--- src/rtl/mips_multicycle_ctrl.sv ---
// mips_multicycle_ctrl: control FSM for a multicycle MIPS datapath that shares one ALU and one
// memory between instruction fetch and data access. It decodes opcode/funct, drives every
// datapath enable and mux select each cycle, stalls on the memory handshake, and counts
// retired instructions.
//
// Parameters
//   MEM_WAIT_EN  1: memory states wait for mem_ready; 0: mem_ready is ignored (always ready)
//   RET_W        width of the retired-instruction counter (wraps to 0)
//
// Ports
//   clk, reset             clock; asynchronous active-high reset (FSM->FETCH, retired->0)
//   opcode, funct          IR[31:26], IR[5:0]
//   alu_zero, mem_ready    ALU zero flag; memory access completes this cycle
//   pc_en .. alu_control   datapath enables and mux selects
//   illegal_op             one-cycle flag when an unsupported opcode/funct is decoded
//   retired                retired-instruction count
//   state                  current state encoding (debug)
module mips_multicycle_ctrl #(
    parameter int unsigned MEM_WAIT_EN = 1,
    parameter int unsigned RET_W       = 32
) (
    input  logic             clk,
    input  logic             reset,
    input  logic [5:0]       opcode,
    input  logic [5:0]       funct,
    input  logic             alu_zero,
    input  logic             mem_ready,
    output logic             pc_en,
    output logic             iord,
    output logic             mem_write,
    output logic             ir_write,
    output logic             reg_dst,
    output logic             mem_to_reg,
    output logic             reg_write,
    output logic             alu_src_a,
    output logic [1:0]       alu_src_b,
    output logic [1:0]       pc_src,
    output logic [2:0]       alu_control,
    output logic             illegal_op,
    output logic [RET_W-1:0] retired,
    output logic [3:0]       state
);

    typedef enum logic [3:0] {
        StFetch  = 4'd0,
        StDecode = 4'd1,
        StMemAdr = 4'd2,
        StMemRd  = 4'd3,
        StMemWb  = 4'd4,
        StMemWr  = 4'd5,
        StExec   = 4'd6,
        StAluWb  = 4'd7,
        StBranch = 4'd8,
        StAddiEx = 4'd9,
        StAddiWb = 4'd10,
        StJump   = 4'd11
    } state_e;

    localparam logic [5:0] OpRtype = 6'b000000;
    localparam logic [5:0] OpLw    = 6'b100011;
    localparam logic [5:0] OpSw    = 6'b101011;
    localparam logic [5:0] OpBeq   = 6'b000100;
    localparam logic [5:0] OpAddi  = 6'b001000;
    localparam logic [5:0] OpJ     = 6'b000010;

    localparam logic [2:0] AluAdd = 3'b010;
    localparam logic [2:0] AluSub = 3'b110;
    localparam logic [2:0] AluAnd = 3'b000;
    localparam logic [2:0] AluOr  = 3'b001;
    localparam logic [2:0] AluSlt = 3'b111;

    state_e           state_q, state_d;
    logic [RET_W-1:0] retired_q;
    logic             retire;
    logic             ready;

    assign ready   = (MEM_WAIT_EN != 0) ? mem_ready : 1'b1;
    assign retired = retired_q;
    assign state   = state_q;

    always_ff @(posedge clk or posedge reset) begin
        if (reset) begin
            state_q   <= StFetch;
            retired_q <= '0;
        end else begin
            state_q <= state_d;
            if (retire) begin
                retired_q <= retired_q + RET_W'(1);
            end
        end
    end

    always_comb begin
        state_d     = state_q;
        retire      = 1'b0;
        pc_en       = 1'b0;
        iord        = 1'b0;
        mem_write   = 1'b0;
        ir_write    = 1'b0;
        reg_dst     = 1'b0;
        mem_to_reg  = 1'b0;
        reg_write   = 1'b0;
        alu_src_a   = 1'b0;
        alu_src_b   = 2'b00;
        pc_src      = 2'b00;
        alu_control = AluAdd;
        illegal_op  = 1'b0;

        unique case (state_q)
            StFetch: begin
                // PC+4 is computed every fetch cycle but only committed once memory responds
                alu_src_b = 2'b01;
                if (ready) begin
                    ir_write = 1'b1;
                    pc_en    = 1'b1;
                    state_d  = StDecode;
                end
            end
            StDecode: begin
                // Speculatively compute the branch target into ALUOut
                alu_src_b = 2'b11;
                case (opcode)
                    OpRtype:    state_d = StExec;
                    OpLw, OpSw: state_d = StMemAdr;
                    OpBeq:      state_d = StBranch;
                    OpAddi:     state_d = StAddiEx;
                    OpJ:        state_d = StJump;
                    default: begin
                        illegal_op = 1'b1;
                        state_d    = StFetch;
                    end
                endcase
            end
            StMemAdr: begin
                alu_src_a = 1'b1;
                alu_src_b = 2'b10;
                state_d   = (opcode == OpLw) ? StMemRd : StMemWr;
            end
            StMemRd: begin
                iord = 1'b1;
                if (ready) begin
                    state_d = StMemWb;
                end
            end
            StMemWb: begin
                mem_to_reg = 1'b1;
                reg_write  = 1'b1;
                retire     = 1'b1;
                state_d    = StFetch;
            end
            StMemWr: begin
                // Strobe stays high for every stall cycle until memory accepts the write
                iord      = 1'b1;
                mem_write = 1'b1;
                if (ready) begin
                    retire  = 1'b1;
                    state_d = StFetch;
                end
            end
            StExec: begin
                alu_src_a = 1'b1;
                state_d   = StAluWb;
                case (funct)
                    6'b100000: alu_control = AluAdd;
                    6'b100010: alu_control = AluSub;
                    6'b100100: alu_control = AluAnd;
                    6'b100101: alu_control = AluOr;
                    6'b101010: alu_control = AluSlt;
                    default: begin
                        illegal_op = 1'b1;
                        state_d    = StFetch;
                    end
                endcase
            end
            StAluWb: begin
                reg_dst   = 1'b1;
                reg_write = 1'b1;
                retire    = 1'b1;
                state_d   = StFetch;
            end
            StBranch: begin
                alu_src_a   = 1'b1;
                alu_control = AluSub;
                pc_src      = 2'b01;
                pc_en       = alu_zero;
                retire      = 1'b1;
                state_d     = StFetch;
            end
            StAddiEx: begin
                alu_src_a = 1'b1;
                alu_src_b = 2'b10;
                state_d   = StAddiWb;
            end
            StAddiWb: begin
                reg_write = 1'b1;
                retire    = 1'b1;
                state_d   = StFetch;
            end
            StJump: begin
                pc_src  = 2'b10;
                pc_en   = 1'b1;
                retire  = 1'b1;
                state_d = StFetch;
            end
            default: state_d = StFetch;
        endcase

        // While reset is held the FSM sits in FETCH; suppress every write strobe
        if (reset) begin
            pc_en     = 1'b0;
            ir_write  = 1'b0;
            mem_write = 1'b0;
            reg_write = 1'b0;
        end
    end

endmodule

--- config.mk ---
export PLATFORM = sky130hd
export DESIGN_NAME = mips_multicycle_ctrl
export DESIGN_NICKNAME = d
export VERILOG_FILES = /design/src/rtl/mips_multicycle_ctrl.sv
export SDC_FILE = /design/constraint.sdc
export NUM_CORES = 1
export LEC_CHECK = 0
export BUFFER_PORTS_ARGS = -buffer_cell sky130_fd_sc_hd__clkbuf_2
export CORE_ASPECT_RATIO = 1.1
export CORE_MARGIN = 1.5
export CORE_UTILIZATION = 51
export DETAILED_ROUTE_END_ITERATION = 7
export HOLD_SLACK_MARGIN = 0.12
export PLACE_DENSITY = 0.85
export SLEW_MARGIN = 30
export SYNTH_ARGS = -nofsm -noshare
export SYNTH_HDL_FRONTEND = slang
export SYNTH_SLANG_ARGS = --single-unit
export TNS_END_PERCENT = 20
--- constraint.sdc ---
create_clock -name clk -period 2.2 [get_ports clk]
set_input_delay 0.11 -clock clk [delete_from_list [all_inputs] [get_ports clk]]
set_output_delay 0.11 -clock clk [all_outputs]
set_load 0.02 [all_outputs]
Yosys cells after proc, flatten, opt, wreduce, memory -nomap -nowiden
Cells that the tools add are included.
{"block": "classes", "n_reduce_logical": 11, "n_eq_ne": 24, "addsub": 1, "mux": 28}
{"op": "$eq A6 B6 Y1 const B", "count": 7}
{"op": "$add A32 B1 Y32 const B", "count": 1}
{"op": "$pmux W4 S7", "count": 1}
{"op": "$pmux W4 S5", "count": 1}
{"op": "$eq A4 B3 Y1 const B", "count": 4}
{"op": "$eq A4 B4 Y1 const B", "count": 4}
{"op": "$mux W1", "count": 14}
{"op": "$mux W4", "count": 3}
{"op": "$pmux W3 S4", "count": 1}
{"op": "$reduce_or A5 Y1", "count": 2}
{"op": "$eq A4 B2 Y1 const B", "count": 2}
{"op": "$eq A6 B2 Y1 const B", "count": 1}
{"op": "$eq A6 B3 Y1 const B", "count": 1}
{"op": "$eq A6 B4 Y1 const B", "count": 1}
{"op": "$logic_not A6 Y1", "count": 1}
{"op": "$mux W3", "count": 2}
{"op": "$ne A2 B2 Y1 const B", "count": 3}
{"op": "$pmux W2 S3", "count": 1}
{"op": "$pmux W3 S2", "count": 1}
{"op": "$reduce_or A2 Y1", "count": 3}
{"op": "$reduce_or A6 Y1", "count": 1}
{"op": "$eq A4 B1 Y1 const B", "count": 1}
{"op": "$logic_not A4 Y1", "count": 1}
{"op": "$pmux W1 S2", "count": 2}
{"op": "5 further kinds", "count": 5}
{"block": "word_totals", "ff_bits": 36, "out_inout_bits": 52, "inputBits": 16}

Depth between registers and ports, before layout
Gate-level depths: netlist (run 1).
{"block": "depth", "word_depth": 4, "depth_mapped": 6, "depth_no_buf": 5}

Worst setup path after synthesis (run 1)
Ideal clock, no wire load.
{"block": "synth_path", "kind": "reg2out", "from": "reg state_q[3] (netlist: state[3])", "to": "out pc_en", "path_stages_with_launch": 6, "arrival_ps": 1880, "setup_slack_ps": 210, "path_cell_list": "dfrtp_1 -> clkbuf_1 -> or2_2 -> nor2_1 -> and4b_1 -> a31o_2"}
{"block": "synth_via", "elab_chain_cells": 3, "word_cells_on_any_way": 5, "classes_between": "2 x eq/ne; 2 x mux; 1 x reduce/logical"}
{"element": "from (decl)", "line": "72", "rtl": "state_e state_q, state_d;"}
{"element": "from (signal assigned)", "line": "83", "rtl": "state_q <= StFetch;"}
{"element": "from (signal assigned)", "line": "86", "rtl": "state_q <= state_d;"}
{"element": "$eq A4 B4 Y1 / $logic_not A4 Y1 (equally long branches)", "line": "109", "rtl": "unique case (state_q)"}
{"element": "$pmux W1 S3 (*)", "line": "109"}
{"element": "$mux W1 (*)", "line": "209", "rtl": "if (reset) begin"}
{"element": "to (decl)", "line": "28", "rtl": "output logic pc_en,"}
Mark *: on every way between the ends. The rest lies on a longest branch, timed or not.

Worst setup path after layout (run 1)
{"block": "layout_path", "from": "reg state_q[1] (netlist: state[1])", "to": "out illegal_op"}
{"block": "layout_via", "elab_chain_cells": 2, "word_cells_on_any_way": 3, "classes_between": "2 x eq/ne; 1 x mux"}
{"element": "$eq A4 B3 Y1 / $eq A4 B1 Y1 (equally long branches)", "line": "109"}
{"element": "$pmux W1 S2 (*)", "line": "109"}
{"element": "to (decl)", "line": "39", "rtl": "output logic illegal_op,"}
Marked as above.

==> flow_summary.toml, run 1 <==
[status]
status = "complete, no violations"

[power_and_ir_drop]
power_mw = 1.66
leakagePower_nw = 1.20
power_density_mw_per_mm2 = 632
vdd_drop_max_v = 0.000275

[place]
port_buffers = 67
dp_cells = 336
placed_area_mm2 = 0.00252
place_congestion = 0.820
dp.final_hpwl_um = 3400

[clocking]
clk_pin_slew_ns = 0.07
clock-root-buffer = "clkbuf_8"
cts_tree = "done"
cts_buffer_depth = 2
clock_sinks = 36
post_cts_buffers = 0
clock_latency_ns = 0.29
h-tree-depth = 2
numCtsBuffers = 5

[synth]
yosys.cell_count.top_type = "dfrtp_1"
ys_seq_area_share_pct = 42.9
ys_seq_elements = 36
netlist_area_mm2 = 0.00210
synth_common_cells = "dfrtp_1, xnor2_1, nand2_1, nor2_1, nand3_1"
yosysTopAreaCellShare_pct = 42.9
yosys-top-cells-area = "dfrtp_1, xnor2_1, nand2_1"
avgSynthCellArea_um2 = 9.67
syn_inst = 217
syn_nets = 234
synth_edf_count = 0
yosysWarningCount = 0
yosys.area.top_type = "dfrtp_1"
synth_cell_types = 42
synth-async-reset-ratio_pct = 100
synth-main-ff-cell = "dfrtp_1"

[sta]
worst_pin_slew_ns = 0.556
hold_viol = 0
maxSlewViolCount = 0
min_period_over_period_pct = 97.6
setup-violations-final = 0
rsz0062_at_grt = "false"
max_freq_mhz = 466
post-route-min-period_ns = 2.15
fin_skew_ns = 0.00748
setup_tns_ns = 0
slew_headroom_pct = 62.8

[floorplanning]
die-area_mm2 = 0.00451
die-width_um = 64.2
core_area_mm2 = 0.00396
initial_core_util_pct = 52.9
die_y_um = 70.3
rows = 24
ioPinCount = 68

[cells_and_area]
finish.utilization_pct = 66.1
syn_to_final_growth_pct = 24.9
diodes = 0
layout-drive-gt1-share_pct = 32.4
final_area_mm2 = 0.00262
finalNetCount = 309
final_cells = 345

[worst_setup_path]
cp-end-kind = "output pin"
crit_path_max_fanout = 12
worst-setup-path-type = "flop to output pin"
required_ns = 2.09
worstPathArrival_ns = 2.04
critPathLaunchType = "flop"

[detailed_routing]
routedWlPerCell_um = 13.3
first_pass_iters = 4
drc = 0
first_iter_violations = 125
wirelength_um = 4590
vias_per_cell = 5.49
via_count = 1895
ant_nets = 0

[grt]
grt-ovfl-total = 0
grt_max_degree = 37
antenna_found_initial = 0
grt_pass1_wl_um = 7820
grtUsageTotal_pct = 21.8
grt_pass1_vias = 1763

[job]
maxCapViolCount = 0

[hold_path]
hold_path.class = "input port to flop"
-- cell families after synthesis --
kind of cell	after synthesis	synth area share, %
AND/OR/NAND/NOR	111	31.1
flip-flops	36	42.9
XOR/XNOR	34	14.2
AO/OA/AOI/OAI	23	8.05
buffers and inverters	10	2.15
multiplexers	2	1.01
adder cells (fa/ha/maj)	1	0.596
-- state kept, by name, indices dropped and copies added, names as in the netlist --
name     count
retired     32
state        4
-- placed cells by master (no fill, tap or decap), types with 2 or more instances in the layout --
cell type	count
and2_1	2
a32oi_1	2
o31ai_1	2
and4_1	4
dfrtp_1	36
or2_2	2
buf_4	7
clkinv_2	2
and3_1	7
inv_1	3
nand2b_1	9
nor3_1	6
nor2_1	17
clkbuf_2	66
clkbuf_8	6
xor2_1	8
nand2_1	22
o21ai_0	5
nor4_4	3
a31o_2	2
xnor2_1	26
a21oi_1	5
nand3_1	14
nor4_1	4
nand4_1	9
nor3b_1	2
nor2b_1	4
-- where the power goes --
| group | internal [mW] | total [mW] | leakage, nW | switching [mW] |
|---|---|---|---|---|
| combinational | 0.154 | 0.402 | 0.685 | 0.248 |
| sequential | 0.705 | 0.770 | 0.468 | 0.0651 |
| clock | 0.250 | 0.484 | 0.0510 | 0.235 |
-- critical path, cell delays in order, from the launching register on --
cell and delay, ns:
dfrtp_1 0.42, buf_4 0.20, or2_2 0.34, or4b_1 0.50
o31ai_1 0.08, buf_2 0.20
-- final cells by class --
type,count,area (um^2)
tap,52,65.1
multi-input combinational,171,1150
clock buffer,6,82.6
timing repair buffer,75,398
sequential,36,901
clock inverter,2,10.0
inverter,3,11.3
fill,359,1340
-- metrics by stage --
step,hold slack (ns),setup WS (ns)
after global placement,0.311,0.350
after floorplan,0.291,0.210
final,0.173,0.0533
after global routing,0.211,0.00453
after CTS,0.172,0.0455
after detailed placement,0.313,0.234
-- per-layer routing --
| metal | vias to the layer above | wire (um) | global-route usage [%] |
|---|---|---|---|
| met4 | 0 | 80 | 8.51 |
| met5 | - | 0 | 0 |
| met2 | 71 | 2230 | 36.9 |
| met3 | 7 | 274 | 3.86 |
| li1 | 920 | - | - |
| met1 | 897 | 2000 | 27.6 |
-- worst paths after layout --
| check | from | end | slack, ns | cells past startpoint |
|---|---|---|---|---|
| min | opcode[4] | state[3]$_DFFE_PP0P_ | 0.17 | 4 |
| max | state[1]$_DFFE_PP0P_ | illegal_op | 0.05 | 5 |
| min in group asynchronous | reset | state[1]$_DFFE_PP0P_ | 0.55 | 4 |
| max in group asynchronous | reset | retired[26]$_DFFE_PP0P_ | 1.34 | 4 |
| min reg2reg | retired[31]$_DFFE_PP0P_ | retired[31]$_DFFE_PP0P_ | 0.48 | 1 |
| max reg2reg | state[0]$_DFFE_PP0P_ | retired[16]$_DFFE_PP0P_ | 0.24 | 5 |
-- timing repair --
item                                   4_1_cts  5_1_grt
setup endpoints to repair                    0        1
hold buffers                                 1        0
resized for setup                            0        1
endpoints found under the hold margin       36        0
No activity file was read; power rests on OpenSTA's default activity.
==> run 2, diff against run 1 <==
--- a/config.mk
+++ b/config.mk
@@ -8,10 +8,11 @@
 export BUFFER_PORTS_ARGS = -buffer_cell sky130_fd_sc_hd__clkbuf_2
 export CORE_ASPECT_RATIO = 1.1
 export CORE_MARGIN = 1.5
-export CORE_UTILIZATION = 51
+export CORE_UTILIZATION = 50
 export DETAILED_ROUTE_END_ITERATION = 7
+export GPL_TIMING_DRIVEN = 1
 export HOLD_SLACK_MARGIN = 0.12
-export PLACE_DENSITY = 0.85
+export PLACE_DENSITY = 0.84
 export SLEW_MARGIN = 30
 export SYNTH_ARGS = -nofsm -noshare
 export SYNTH_HDL_FRONTEND = slang
==> run 2 against run 1 <==
Die area increased by 1.9%. Sequential share of layout area decreased by 0.44 points. Worst setup slack improved by 0.029 ns. Global-route usage decreased by 0.32 points. Via count increased by 0.21%. Sequential power decreased by 1%. Largest cell class unchanged. First-iteration DRC count increased by 3.2%. Clock power increased by 32%.
==> flow_summary.toml, run 2 (synthesis gave the netlist of run 1 again) <==
[status]
status = "complete, no violations"

[sta]
hold_viol = 0
worst_pin_slew_ns = 0.558
rsz0062_at_grt = "false"
whs_ns = 0.179
min_period_over_period_pct = 96.2
slew_headroom_pct = 62.5
post-route-min-period_ns = 2.12
max_freq_mhz = 472
setup_tns_ns = 0
setup-violations-final = 0
maxSlewViolCount = 0
fin_skew_ns = 0.00358

[cells_and_area]
finish.utilization_pct = 66.4
layout-drive-gt1-share_pct = 32.4
n_fill_cell = 327
finalNetCount = 309
syn_to_final_growth_pct = 26.5
final_cells = 345
layout_commonest_cell = "clkbuf_2"
diodes = 0
largest_register_ffs = 32
layout_common_cells = "clkbuf_2, dfrtp_1, xnor2_1, nand2_1, nor2_1"

[worst_setup_path]
reg2regPathDepth = 5
startpoint = "state[1]$_DFFE_PP0P_"
worst-setup-path-type = "flop to output pin"
r2r-end = "retired[28]$_DFFE_PP0P_"
regToRegSetupSlack_ns = 0.32
critPathLaunchType = "flop"
cp-end-kind = "output pin"
reg2reg_from = "state[2]$_DFFE_PP0P_"
worstPathArrival_ns = 2.01
critical_path.endpoint = "illegal_op"
crit_path_max_fanout = 13
required_ns = 2.09

[detailed_routing]
first_iter_violations = 129
ant_nets = 0
wirelength_um = 4760
via_count = 1899
vias_per_cell = 5.50
drc = 0
routedWlPerCell_um = 13.8
first_pass_iters = 4

[job]
maxCapViolCount = 0

[floorplanning]
die-area_mm2 = 0.00459
initial_core_util_pct = 52.5
die-width_um = 64.8
core_area_mm2 = 0.00399
ioPinCount = 68
rows = 24
die_y_um = 70.9

[hold_path]
hold_path.class = "input port to flop"

[grt]
antenna_found_initial = 0
grt_pass1_wl_um = 7810
grtUsageTotal_pct = 21.5
grt_pass1_vias = 1759
grt-ovfl-total = 0
grt_max_degree = 26

[place]
place_congestion = 0.888
port_buffers = 67
dp_cells = 336
dp.final_hpwl_um = 3500

[power_and_ir_drop]
leakagePower_nw = 1.22
vdd_drop_max_v = 0.000340
power_mw = 1.82
power_density_mw_per_mm2 = 685

[clocking]
numCtsBuffers = 5
clock_latency_ns = 0.29
clock-root-buffer = "clkbuf_8"
clk_pin_slew_ns = 0.07
cts_buffer_depth = 2
h-tree-depth = 2
cts_tree = "done"
clock_sinks = 36
run 2: critical path: stages (launching register included):
cell and delay [ns]:
dfrtp_1 0.41, buf_4 0.19, or2_2 0.34, or4b_1 0.51, o31ai_1 0.08, buf_2 0.20
run 2: routing by layer:
| layer | part of all wire, % | track usage [%] | up-vias |
|---|---|---|---|
| met2 | 52 | 36.3 | 63 |
| met3 | 4.9 | 3.18 | 7 |
| met1 | 42 | 27.5 | 912 |
| met4 | 1.4 | 8.98 | 0 |
| li1 | - | - | 917 |
| met5 | 0 | 0 | - |
run 2: how the worst min path moves through the flow:
| stage | startpoint | to | slack, ns | cells after the start |
|---|---|---|---|---|
| after floorplan | reset | retired[0]$_DFFE_PP0P_ | 0.29 | 1 |
| after global placement | reset | retired[4]$_DFFE_PP0P_ | 0.16 | 2 |
| after detailed placement | reset | retired[4]$_DFFE_PP0P_ | 0.17 | 2 |
| after CTS | opcode[4] | state[3]$_DFFE_PP0P_ | 0.17 | 4 |
| after global routing | opcode[4] | state[3]$_DFFE_PP0P_ | 0.26 | 4 |
| final | opcode[4] | state[3]$_DFFE_PP0P_ | 0.18 | 4 |
run 2: where the power goes:
part           leakage [nW]  internal (mW)  switching, mW
Combinational         0.684          0.158          0.260
Sequential            0.468          0.705         0.0557
Clock                0.0645          0.400          0.239
Total                  1.22           1.26          0.554
run 2: repair_timing:
action | CTS | global route
buffers inserted | 0 | 0
hold buffers | 1 | 0
hold endpoints to repair | 11 | 0
gates resized for setup | 0 | 1
setup endpoints to repair | 0 | 1
run 2: stage by stage:
step | instance area (um^2) | setup WS (ns)
6_report | 2650 | 0.0826
5_1_grt | 2650 | 0.00628
4_1_cts | 2650 | 0.0721
3_5_place_dp | 2520 | 0.344
3_3_place_gp | 2520 | 0.388
2_1_floorplan | 2100 | 0.210
run 2: final cells by class:
| cell class | instances | area (um^2) | share of cell area, % |
|---|---|---|---|
| Clock buffer | 7 | 96.3 | 3.63 |
| Multi-Input combinational cell | 171 | 1150 | 43.4 |
| Tap cell | 52 | 65.1 | 2.45 |
| Clock inverter | 1 | 30.0 | 1.13 |
| Inverter | 3 | 11.3 | 0.424 |
| Sequential cell | 36 | 901 | 33.9 |
| Timing Repair Buffer | 75 | 398 | 15.0 |
==> run 3, diff against run 2 <==
--- a/config.mk
+++ b/config.mk
@@ -6,7 +6,6 @@
 export NUM_CORES = 1
 export LEC_CHECK = 0
 export BUFFER_PORTS_ARGS = -buffer_cell sky130_fd_sc_hd__clkbuf_2
-export CORE_ASPECT_RATIO = 1.1
 export CORE_MARGIN = 1.5
 export CORE_UTILIZATION = 50
 export DETAILED_ROUTE_END_ITERATION = 7
==> run 3 against run 2 <==
Critical path depth unchanged. Count of clock-buffer cells in the layout decreased by 2. Design area down 1.6%. Maximum frequency is 1.3% higher. Largest power group unchanged.
==> flow_summary.toml, run 3 (synthesis gave the netlist of run 1 again) <==
[worst_setup_path]
worst-setup-path-type = "flop to output pin"
regToRegSetupSlack_ns = 0.34
critPathLaunchType = "flop"
r2r-end = "retired[29]$_DFFE_PP0P_"
reg2regPathDepth = 5
slowest_stage = "or4b_1"
worstPathArrival_ns = 1.98
slowest_delay_ns = 0.51
cp-end-kind = "output pin"
reg2reg_from = "state[2]$_DFFE_PP0P_"
required_ns = 2.09
crit_path_cell_trace = "buf_4 > or2_2 > or4b_1 > o31ai_1 > clkbuf_2"
crit_path_max_fanout = 11

[hold_path]
hold_path_depth = 4
holdCritStartpoint = "opcode[4]"
min_to = "state[3]$_DFFE_PP0P_"
hold_path.class = "input port to flop"

[power_and_ir_drop]
power_mw = 1.66
pwr-share-clk_pct = 28.0
power_switching_uw = 572
p_comb_share_pct = 26.2
power_frac_seq_pct = 45.7
vdd_drop_max_v = 0.000278
leakagePower_nw = 1.20
power_switching_share_pct = 34.5
intPower_mw = 1.09
power_density_mw_per_mm2 = 635

[detailed_routing]
vias_per_cell = 5.51
wirelength_um = 4860
first_iter_violations = 100
routedWlPerCell_um = 14.2
ant_nets = 0
via_count = 1889
drc = 0
first_pass_iters = 4

[grt]
grt_max_degree = 38
grtUsageMet3_pct = 5.00
grt_pass1_wl_um = 8120
grt_use_met2_pct = 40.0
antenna_found_initial = 0
grt-ovfl-total = 0
grtUsageTotal_pct = 23.6
grt_pass1_vias = 1761
use_met1_pct = 29.1
busiest_layer = "met2"

[floorplanning]
die_y_um = 67.8
die-area_mm2 = 0.00459
core_area_mm2 = 0.00403
die-width_um = 67.8
ioPinCount = 68
rows = 23
initial_core_util_pct = 52.1

[clocking]
post_cts_buffers = 0
cts_buffer_depth = 2
h-tree-depth = 2
hold_buffers = 1
cts_tree = "done"
clk_pin_slew_ns = 0.07
numCtsBuffers = 5
clock-root-buffer = "clkbuf_8"
cts_resized = 0
clock_latency_ns = 0.29
clock_sinks = 36

[sta]
setup-violations-final = 0
min_period_over_period_pct = 95.0
fin_skew_ns = 0.00521
setup_tns_ns = 0
hold_viol = 0
rsz0062_at_grt = "false"
post-route-min-period_ns = 2.09
maxSlewViolCount = 0
worst_pin_slew_ns = 0.572
slew_headroom_pct = 61.6
max_freq_mhz = 478

[cells_and_area]
largest_register_ffs = 32
final_cells = 343
final_area_mm2 = 0.00261
layout-drive-gt1-share_pct = 32.4
diodes = 0
finalNetCount = 309
layout_commonest_cell = "clkbuf_2"
layout_common_cells = "clkbuf_2, dfrtp_1, xnor2_1, nand2_1, nor2_1"
syn_to_final_growth_pct = 24.5

[place]
dp_cells = 334
dp.final_hpwl_um = 3620
port_buffers = 67
placed_area_mm2 = 0.00251
place_congestion = 0.831

[job]
maxCapViolCount = 0

[status]
status = "complete, no violations"
run 3: cell count changes in the layout (fill, tap and decap cells not counted):
cell,change
bufinv_16,-1
clkinv_2,+2
buf_2,-1
clkbuf_8,-2
clkinv_4,+1
clkbuf_2,+1
run 3: through the flow:
step / setup WS [ns] / hold WS [ns] / util, %
2_1_floorplan: 0.210 / 0.291 / -
3_3_place_gp: 0.433 / 0.261 / 62.4
3_5_place_dp: 0.366 / 0.285 / 62.4
4_1_cts: 0.108 / 0.169 / 64.8
5_1_grt: 0.0435 / 0.224 / 64.8
6_report: 0.110 / 0.181 / 64.8
run 3: layer usage:
metal  wire (um)  vias up
li1            -      921
met1        2120      908
met2        2470       52
met3         192        8
met4          87        0
met5           0        -
run 3: power groups by stage:
stage / clock network [mW] / registers, mW / logic (mW)
2_1_floorplan: 0 / 0.818 / 0.219
3_3_place_gp: 0 / 0.765 / 0.408
3_5_place_dp: 0 / 0.770 / 0.417
4_1_cts: 0.478 / 0.759 / 0.434
5_1_grt: 0.510 / 0.766 / 0.467
6_report: 0.465 / 0.759 / 0.435
run 3: worst max-delay path: cells and delay by family, from the launching register on:
kind	cells	cell delay, ns
buffers and inverters	2	0.39
DFF	1	0.39
and+or+nand+nor	2	0.83
AOI/OAI and AO/OA	1	0.09
run 3: area by class of cell:
class	count	area (um^2)
Fill cell	348	1420
Clock buffer	5	68.8
Tap cell	50	62.6
Multi-Input combinational cell	171	1150
Inverter	3	11.3
Sequential cell	36	901
Timing Repair Buffer	75	398
Clock inverter	3	18.8
run 3: worst max path at each step:
stage	to	cells after the start	from	slack, ns
after detailed placement	retired[29]$_DFFE_PP0P_	5	state[2]$_DFFE_PP0P_	0.37
after floorplan	pc_en	5	state[3]$_DFFE_PP0P_	0.21
final	illegal_op	5	state[3]$_DFFE_PP0P_	0.11
after global routing	illegal_op	5	state[3]$_DFFE_PP0P_	0.04
after CTS	illegal_op	5	state[3]$_DFFE_PP0P_	0.11
after global placement	retired[25]$_DFFE_PP0P_	5	state[1]$_DFFE_PP0P_	0.43
